`src/rtl/dmux_dispatch_pkg.sv`:
```
// dmux_dispatch_pkg: shared constants, lane slot state and the wrap-around lane search
package dmux_dispatch_pkg;
   localparam int NUM_LANES = 8;
   localparam int LANE_IDX_W = 3;
   localparam logic MODE_RR = 1'b0;
   localparam logic MODE_DIRECTED = 1'b1;
   typedef enum logic {SLOT_EMPTY, SLOT_FULL} slot_state_e;
   // Returns {found, lane}: first enabled lane at or after ptr, wrapping 7 -> 0
   function automatic logic [LANE_IDX_W:0] next_en_lane(input logic [NUM_LANES-1:0] en,
                                                        input logic [LANE_IDX_W-1:0] ptr);
      logic [LANE_IDX_W:0] r;
      logic [LANE_IDX_W-1:0] idx;
      r = '0;
      for (int k = NUM_LANES - 1; k >= 0; k--) begin
         idx = ptr + LANE_IDX_W'(k);
         if (en[idx]) r = {1'b1, idx};
      end
      return r;
   endfunction
endpackage

```
`src/rtl/dispatch_lane_slot.sv`:
```
// dispatch_lane_slot: one-entry holding register for a lane with load, drain and flush
module dispatch_lane_slot
   import dmux_dispatch_pkg::*;
#(
   parameter int WIDTH = 8
) (
   input  logic             clk,
   input  logic             reset,
   input  logic             flush,
   input  logic             load,
   input  logic             drain,
   input  logic [WIDTH-1:0] din,
   output logic             valid,
   output logic [WIDTH-1:0] dout
);
   slot_state_e state_d, state_q;
   logic [WIDTH-1:0] data_d, data_q;

   always_comb begin
      state_d = state_q;
      data_d = data_q;
      if (flush) state_d = SLOT_EMPTY;
      else if (load) begin
         state_d = SLOT_FULL;
         data_d = din;
      end else if (state_q == SLOT_FULL && drain) state_d = SLOT_EMPTY;
   end

   always_ff @(posedge clk or posedge reset) begin
      if (reset) begin
         state_q <= SLOT_EMPTY;
         data_q <= '0;
      end else begin
         state_q <= state_d;
         data_q <= data_d;
      end
   end

   assign valid = (state_q == SLOT_FULL);
   assign dout = data_q;
endmodule

```
`src/rtl/dmux_dispatch_ctrl.sv`:
```
// dmux_dispatch_ctrl: spreads one valid/ready stream over 8 lanes, round-robin or directed,
// with a saturating count of directed items sent to disabled lanes.
module dmux_dispatch_ctrl
   import dmux_dispatch_pkg::*;
#(
   parameter int WIDTH = 8,
   parameter int DROP_W = 8
) (
   input  logic                       clk,
   input  logic                       reset,
   input  logic                       in_valid,
   output logic                       in_ready,
   input  logic [WIDTH-1:0]           in_data,
   input  logic [LANE_IDX_W-1:0]      in_sel,
   input  logic                       cfg_mode,
   input  logic [NUM_LANES-1:0]       cfg_lane_en,
   input  logic                       flush,
   output logic [NUM_LANES-1:0]       out_valid,
   input  logic [NUM_LANES-1:0]       out_ready,
   output logic [NUM_LANES*WIDTH-1:0] out_data,
   output logic [LANE_IDX_W-1:0]      rr_ptr,
   output logic [DROP_W-1:0]          drop_count
);
   logic [NUM_LANES-1:0] free, load;
   logic [LANE_IDX_W:0] srch;
   logic [LANE_IDX_W-1:0] tgt, rr_ptr_d, rr_ptr_q;
   logic [DROP_W-1:0] drop_d, drop_q;
   logic directed, tgt_en, acc;

   // Strict round-robin order: a busy target stalls input rather than skipping ahead
   always_comb begin
      free = ~out_valid | out_ready;
      directed = (cfg_mode == MODE_DIRECTED);
      srch = next_en_lane(cfg_lane_en, rr_ptr_q);
      tgt = directed ? in_sel : srch[LANE_IDX_W-1:0];
      tgt_en = cfg_lane_en[tgt];
      in_ready = ~flush & (directed ? (~tgt_en | free[tgt]) : (srch[LANE_IDX_W] & free[tgt]));
      acc = in_valid & in_ready;
      load = (acc & tgt_en) ? NUM_LANES'(1) << tgt : '0;
      rr_ptr_d = flush ? '0 : (acc & ~directed) ? tgt + LANE_IDX_W'(1) : rr_ptr_q;
      drop_d = (acc & ~tgt_en & ~&drop_q) ? drop_q + DROP_W'(1) : drop_q;
   end

   always_ff @(posedge clk or posedge reset) begin
      if (reset) begin
         rr_ptr_q <= '0;
         drop_q <= '0;
      end else begin
         rr_ptr_q <= rr_ptr_d;
         drop_q <= drop_d;
      end
   end

   for (genvar i = 0; i < NUM_LANES; i++) begin : g_lane
      dispatch_lane_slot #(.WIDTH(WIDTH)) u_slot (
         .clk   (clk),
         .reset (reset),
         .flush (flush),
         .load  (load[i]),
         .drain (out_ready[i]),
         .din   (in_data),
         .valid (out_valid[i]),
         .dout  (out_data[i*WIDTH +: WIDTH])
      );
   end

   assign rr_ptr = rr_ptr_q;
   assign drop_count = drop_q;
endmodule

```
`config.mk`:
```
export PLATFORM = sky130hd
export DESIGN_NAME = dmux_dispatch_ctrl
export DESIGN_NICKNAME = d
export VERILOG_FILES = /design/src/rtl/dmux_dispatch_pkg.sv /design/src/rtl/dispatch_lane_slot.sv /design/src/rtl/dmux_dispatch_ctrl.sv
export SDC_FILE = /design/constraint.sdc
export NUM_CORES = 1
export LEC_CHECK = 0
export BUFFER_PORTS_ARGS = -buffer_cell sky130_fd_sc_hd__buf_2
export CORE_ASPECT_RATIO = 0.8
export CORE_MARGIN = 4
export CORE_UTILIZATION = 36
export CTS_CLUSTER_DIAMETER = 200
export DETAILED_ROUTE_END_ITERATION = 10
export PLACE_DENSITY_LB_ADDON = 0.1
export RECOVER_POWER = 25
export SLEW_MARGIN = 5
export SYNTH_ARGS = -nofsm -noshare
export SYNTH_HDL_FRONTEND = slang
export SYNTH_SLANG_ARGS = --single-unit
```
`constraint.sdc`:
```
create_clock -name clk -period 4.9 [get_ports clk]
set_clock_uncertainty 0.1 [all_clocks]
set_input_delay 0.98 -clock clk [delete_from_list [all_inputs] [get_ports clk]]
set_output_delay 0.98 -clock clk [all_outputs]
set_load 0.005 [all_outputs]
```
After elaboration in Yosys (flattened, before gate mapping)
Cells that the tools add are included.
W data, S select, Z words.
Word-level totals
  logic and storage cells: 134
  flip-flop bits (word level): 83
  input bits: 32
Cells by class
  bitwise operators: 13
  reduce and logical (&&, ||, !) cells: 27
  multiplexer cells: 57
  add/sub/neg operators: 9
  $lt $le $gt $ge: 9
  shift operators: 1
Operators by type and width (count)
  $lt A3 B4 Y1 const B: 9
  $mux W1: 35
  $mux W4: 8
  $bmux W1 S3: 10
  $reduce_bool A3 Y1: 8
  $reduce_and A2 Y1: 8
  $add A3 B3 Y3 const B: 4
  $mux W3: 3
  $add A8 B1 Y8 const B: 1
  $logic_and A1 B1 Y1: 8
  $mux W8: 1
  $not A8 Y8: 1
  $or A8 B8 Y8: 1
  $reduce_and A8 Y1: 1
  $shl A1 B3 Y8 const A: 1
  $and A1 B1 Y1: 7
  $add A3 B1 Y3 const B: 2
  $add A3 B2 Y3 const B: 2
  $not A1 Y1: 3
  $reduce_bool A2 Y1: 1
  $logic_not A1 Y1: 1
  $or A1 B1 Y1: 1

Depth between registers and ports, before layout
  depth in word-level cells: 23
  mapped depth: 19
  depth with buffers taken out: 14

By module
From an unflattened synthesis, not the netlist that was laid out.
Unflattened totals
  cells, all modules: 428
  area total of the unflattened synthesis: 5295.1 um^2
By module, submodules not included
  dispatch_lane_slot: cells an instance 23, times used 8, area each 389.1 um^2
  dmux_dispatch_ctrl: cells an instance 244, times used 1, area each 2182.1 um^2

Worst setup path before layout
No wires, ideal clock.
  path type: register to output
  from: register rr_ptr_q[0] (netlist: rr_ptr[0])
  to: output port in_ready
  data required time: 3.820 ns
  slack: -0.336 ns
  buffers on the path: 4
  cell stages (with the launch flop): 19
  arrival: 4.156 ns
  cell sequence: dfrtp_1 buf_6 clkbuf_1 inv_1 ha_1 clkbuf_1 mux4_2 nor2b_4 or4_4 a221oi_2 a21boi_1 or2_1 buf_6 inv_6 mux2_4 o211ai_1 o21a_1 a21oi_1 nor2_1
On the way
  cells in the longest elaborated chain, start to end: 18
Ends and longest elaborated chain
  from (decl): RTL line dmux_dispatch_ctrl.sv:26  | logic [LANE_IDX_W-1:0] tgt, rr_ptr_d, rr_ptr_q;
  from (signal assigned): RTL line dmux_dispatch_ctrl.sv:49  | rr_ptr_q <= rr_ptr_d;
  $add A3 B3 Y3: RTL line dmux_dispatch_pkg.sv:15  | idx = ptr + LANE_IDX_W'(k);
  $bmux W1 S3: RTL line dmux_dispatch_pkg.sv:16  | if (en[idx]) r = {1'b1, idx};
  $mux W1 (not written as such): RTL line dmux_dispatch_pkg.sv:16
  $mux W4 (7 in series): RTL line dmux_dispatch_pkg.sv:16
  $mux W4 (*): RTL line dmux_dispatch_pkg.sv:16
  $mux W3: RTL line dmux_dispatch_ctrl.sv:35  | tgt = directed ? in_sel : srch[LANE_IDX_W-1:0];
  $bmux W1 S3: RTL line dmux_dispatch_ctrl.sv:36  | tgt_en = cfg_lane_en[tgt];
  $mux W1 (not written as such): RTL line dmux_dispatch_ctrl.sv:36
  $not A1 Y1: RTL line dmux_dispatch_ctrl.sv:37  | in_ready = ~flush & (directed ? (~tgt_en | free[tgt]) : (srch[LANE_IDX_W] & free[tgt]));
  $or A1 B1 Y1: RTL line dmux_dispatch_ctrl.sv:37
  $mux W1 (*): RTL line dmux_dispatch_ctrl.sv:37
  $and A1 B1 Y1 (*): RTL line dmux_dispatch_ctrl.sv:37
  to (decl): RTL line dmux_dispatch_ctrl.sv:12  | output logic in_ready,
Every way passes the cells marked *; elsewhere a longest branch is shown, timed or not. The select of a mux whose other input is x is not followed.

Worst setup path in the final report
  from: input port cfg_lane_en[2]
  to: output port in_ready
On the way
  cells in the longest elaborated chain, start to end: 17
Ends and longest elaborated chain
  from (decl): RTL line dmux_dispatch_ctrl.sv:16  | input logic [NUM_LANES-1:0] cfg_lane_en,
  $bmux W1 S3: RTL line dmux_dispatch_pkg.sv:16
  $mux W1 (not written as such): RTL line dmux_dispatch_pkg.sv:16
  $mux W4 (8 in series): RTL line dmux_dispatch_pkg.sv:16
  $mux W3: RTL line dmux_dispatch_ctrl.sv:35
  $bmux W1 S3: RTL line dmux_dispatch_ctrl.sv:36
  $mux W1 (not written as such): RTL line dmux_dispatch_ctrl.sv:36
  $not A1 Y1: RTL line dmux_dispatch_ctrl.sv:37
  $or A1 B1 Y1: RTL line dmux_dispatch_ctrl.sv:37
  $mux W1 (*): RTL line dmux_dispatch_ctrl.sv:37
  $and A1 B1 Y1 (*): RTL line dmux_dispatch_ctrl.sv:37
Marks and branches as above.

==> run_summary.xml <==
<?xml version="1.0" encoding="UTF-8"?>
<metrics>
  <group name="drt">
    <metric name="drt.antenna.violating_nets" unit="">0</metric>
    <metric name="detailroute.via_count" unit="">3867</metric>
    <metric name="routed_length_per_placed_instance" unit="um">18.47</metric>
    <metric name="first_pass_iters" unit="">4</metric>
    <metric name="routed_wirelength" unit="um">13780</metric>
    <metric name="via_density_per_instance" unit="">5.184</metric>
    <metric name="detail_route.iter0.violations" unit="">270</metric>
    <metric name="detail_route.drc_violations" unit="">0</metric>
  </group>
  <group name="global_route">
    <metric name="antenna_found_initial" unit="">1</metric>
    <metric name="globalRoute.totalOverflow" unit="">0</metric>
    <metric name="grt_max_degree" unit="">54</metric>
    <metric name="grt_pass1_vias" unit="">3931</metric>
    <metric name="track_usage" unit="%">18.42</metric>
    <metric name="grt_pass1_wl" unit="um">21850</metric>
  </group>
  <group name="worst_hold_path">
    <metric name="worstHoldPathType" unit="">flip-flop to flip-flop</metric>
  </group>
  <group name="worst_setup_path">
    <metric name="crit_fanout" unit="">5</metric>
    <metric name="worstPathRequired" unit="ps">3820</metric>
    <metric name="worst_ep_arrival_time" unit="ps">3830</metric>
    <metric name="crit_type" unit="">input port to primary output</metric>
    <metric name="cp_cell_sequence" unit="">buf_8 -&gt; mux4_2 -&gt; nor2b_4 -&gt; or4_4 -&gt; a221oi_4 -&gt; buf_4 -&gt; nor3_1 -&gt; a2111o_1 -&gt; a211oi_2 -&gt; nand2_1 -&gt; nand2_1 -&gt; a21oi_1 -&gt; nor2_1 -&gt; buf_2</metric>
    <metric name="cp-end-kind" unit="">primary output</metric>
    <metric name="critical_path.most_common_cell" unit="">sky130_fd_sc_hd__nand2_1</metric>
    <metric name="critical_path.max_stage_delay" unit="ps">480</metric>
    <metric name="master_of_the_slowest_instance_on_the_critical_path" unit="">sky130_fd_sc_hd__mux4_2</metric>
    <metric name="cp-start-kind" unit="">input port</metric>
  </group>
  <group name="layout">
    <metric name="drive_above_1_share" unit="%">52.01</metric>
    <metric name="final_cell_mix" unit="">109 x sky130_fd_sc_hd__buf_2, 83 x sky130_fd_sc_hd__dfrtp_1, 62 x sky130_fd_sc_hd__buf_4, 57 x sky130_fd_sc_hd__mux2_2, 19 x sky130_fd_sc_hd__nand2_1</metric>
    <metric name="finalNetCount" unit="">607</metric>
    <metric name="antenna_cells" unit="">0</metric>
    <metric name="areaGrowthSynthToFinish" unit="%">31.86</metric>
    <metric name="layout_commonest_cell" unit="">sky130_fd_sc_hd__buf_2</metric>
  </group>
  <group name="clocking">
    <metric name="tritoncts" unit="">yes</metric>
    <metric name="ctsRootBufferMaster" unit="">sky130_fd_sc_hd__clkbuf_16</metric>
    <metric name="clock_insertion_delay_worst_skew" unit="ps">330</metric>
    <metric name="clock-sinks" unit="">83</metric>
    <metric name="cts-root-to-sink-buffers" unit="">2</metric>
    <metric name="h-tree-depth" unit="">3</metric>
    <metric name="clkTransAtPathRegs" unit="ps">60</metric>
    <metric name="numCtsBuffers" unit="">9</metric>
    <metric name="cts_hold_buffers" unit="">0</metric>
  </group>
  <group name="sta">
    <metric name="worst_slack" unit="ps">-13.04</metric>
    <metric name="report.final.hold_viol_count" unit="">0</metric>
    <metric name="finalCritPeriodShare" unit="%">100.3</metric>
    <metric name="fin_tns_setup" unit="ps">-13.04</metric>
    <metric name="tightestPinTransition" unit="ps">2286</metric>
    <metric name="period_needed" unit="ps">4913</metric>
    <metric name="max_freq" unit="GHz">0.2035</metric>
    <metric name="whs" unit="ps">400.3</metric>
    <metric name="timing.final.max_slew_violations" unit="">54</metric>
    <metric name="finalSetupViolations" unit="">1</metric>
    <metric name="grt_setup_unrepaired" unit="">true</metric>
    <metric name="relSlewSlack" unit="%">-53.24</metric>
  </group>
  <group name="power">
    <metric name="cellInternalPower" unit="mW">2.036</metric>
    <metric name="swShare" unit="%">32.49</metric>
    <metric name="vdd_drop_max" unit="V">0.0002457</metric>
    <metric name="p_per_area" unit="nW/um2">476.1</metric>
    <metric name="clockPowerShare" unit="%">22.1</metric>
    <metric name="p_leak" unit="nW">3.131</metric>
    <metric name="comb_power_share" unit="%">41.6</metric>
    <metric name="power.net_switching" unit="mW">0.9796</metric>
    <metric name="pwr-share-seq" unit="%">36.2</metric>
  </group>
  <group name="logic_synthesis">
    <metric name="count_of_flip_flops_with_a_built_in_enable_after_synthesis" unit="">0</metric>
    <metric name="postSynth.topFlopCell" unit="">sky130_fd_sc_hd__dfrtp_1</metric>
    <metric name="post_synth_fa_ha_maj_area_fraction" unit="%">2.344</metric>
    <metric name="ys_types" unit="">61</metric>
    <metric name="post_synth_xor_area_fraction" unit="%">2.370</metric>
    <metric name="synth-simple-area-share" unit="%">13.34</metric>
    <metric name="synthCells" unit="">397</metric>
    <metric name="syn-mean-instance-area" unit="um2">12.10</metric>
    <metric name="cell_area_synth" unit="um2">4803</metric>
    <metric name="synth_compound_gate_area_share" unit="%">10.16</metric>
    <metric name="syn_nets" unit="">438</metric>
    <metric name="post_synth_mux_area_share" unit="%">24.25</metric>
    <metric name="synth_top_family_by_area" unit="">multiplexers</metric>
    <metric name="yosys_register_bits" unit="">83</metric>
    <metric name="synth.yosys.seq_area_share" unit="%">43.24</metric>
    <metric name="synth-warning-count" unit="">0</metric>
    <metric name="synth_async_sr_flop_share" unit="%">100.0</metric>
  </group>
  <group name="die">
    <metric name="floorplan.die.height" unit="um">111.3</metric>
    <metric name="rows" unit="">37</metric>
    <metric name="design.core.area" unit="um2">12960</metric>
    <metric name="boundaryPins" unit="">116</metric>
    <metric name="fp.dieArea" unit="um2">15270</metric>
    <metric name="fp.dieW" unit="um">137.1</metric>
    <metric name="initial_utilization" unit="%">37.06</metric>
  </group>
  <group name="flow_run">
    <metric name="max_cap_viol_count" unit="">1</metric>
  </group>
  <group name="placed_design">
    <metric name="globalplace.congestion" unit="">0.8434</metric>
    <metric name="port_buffers" unit="">115</metric>
    <metric name="dp_hpwl" unit="um">10340</metric>
  </group>
  <group name="outcome">
    <metric name="outcome" unit="">complete, but fails checks</metric>
    <metric name="violated_checks" unit="">capacitance limit, slew limit, setup timing</metric>
  </group>
</metrics>
==> kinds of logic after synthesis <==
logic type / count (synthesis)
multiplexers: 90
flip-flops: 83
buffers and inverters: 34
AO/OA/AOI/OAI: 66
adder cells (fa/ha/maj): 9
XOR/XNOR: 13
AND/OR/NAND/NOR: 102
==> worst max-delay path: cells and delay by family <==
family	cells	cell delay, ps
AOI/OAI and AO/OA	4	1010
and+or+nand+nor	6	950
muxes	1	480
buffers and inverters	3	410
==> power groups by stage <==
| stage | Combinational [mW] | Clock (mW) | Sequential [mW] |
|---|---|---|---|
| 2_1_floorplan | 0.657 | 0 | 1.10 |
| 3_3_place_gp | 1.23 | 0 | 1.09 |
| 3_5_place_dp | 1.24 | 0 | 1.10 |
| 4_1_cts | 1.26 | 0.690 | 1.09 |
| 5_1_grt | 1.37 | 0.712 | 1.13 |
| 6_report | 1.26 | 0.667 | 1.09 |
==> Yosys cell counts (all sizes together), types with 6 or more instances <==
cell type / n / area, um2
dfrtp: 83 / 2077
mux2: 74 / 897.1
nand2: 19 / 71.32
buf: 17 / 137.6
o21ai: 15 / 86.34
nand4: 13 / 145.1
nor2: 13 / 48.80
a21oi: 10 / 50.05
inv: 10 / 42.54
and3: 9 / 56.30
ha: 9 / 112.6
nand3: 9 / 45.04
xnor2: 9 / 78.83
mux2i: 8 / 80.08
mux4: 8 / 187.7
nand2b: 8 / 50.05
nor2b: 8 / 57.55
and2: 7 / 43.79
clkbuf: 6 / 22.52
==> final timing paths <==
check / from / to / slack, ps / depth (start not counted)
max in group asynchronous: reset / g_lane[4].u_slot.dout[4] / 2290 / 3
worst max-delay path: cfg_lane_en[2] / in_ready / -10 / 14
worst min register to register: g_lane[4].u_slot.dout[1] / g_lane[4].u_slot.dout[1] / 400 / 1
worst max register to register: rr_ptr[0] / g_lane[5].u_slot.dout[3] / 470 / 17
min in group asynchronous: reset / g_lane[0].u_slot.dout[6] / 1170 / 2
worst min-delay path: g_lane[4].u_slot.dout[1] / g_lane[4].u_slot.dout[1] / 400 / 1
==> state kept, by name, summed over array words and instances, names as in the netlist <==
signal               count
drop_count               8
rr_ptr                   3
g_lane.u_slot.valid      8
g_lane.u_slot.dout      64
==> stage by stage <==
| step | utilization (%) | power (mW) | setup WS [ps] | cells | instance area [um2] |
|---|---|---|---|---|---|
| floorplan | - | 1.758 | 10.87 | 397 | 4836 |
| global placement | 46.08 | 2.324 | -54.98 | 728 | 5973 |
| detailed placement | 46.08 | 2.340 | -86.98 | 728 | 5973 |
| CTS | 48.70 | 3.041 | -3.201 | 745 | 6312 |
| global route | 48.86 | 3.212 | -167.7 | 746 | 6334 |
| finish | 48.86 | 3.016 | -13.04 | 746 | 6334 |
==> repair_timing <==
action                     CTS  global route
setup buffers                1             1
setup endpoints to repair    1             1
pin swaps                    2             1
resized for setup           12             5
==> layout make-up <==
class                   count  area (um2)
clock inverters             4       50.05
inverters                  11       48.80
clock buffers              12       246.5
repair buffers            181        1142
flip-flops and latches     83        2077
multi-input cells         280        2550
well taps                 175       219.0
fillers                  1237        6629
==> layer usage <==
layer  vias to the layer above  global-route usage (%)  wire length [um]
met2                       130                   25.94              5841
met1                      1903                   28.33              6708
met3                         8                   5.036              1125
met5                         -                       0                18
li1                       1824                       -                 -
met4                         2                   3.590                82
Note: power is estimated with default switching activity, not from simulation.
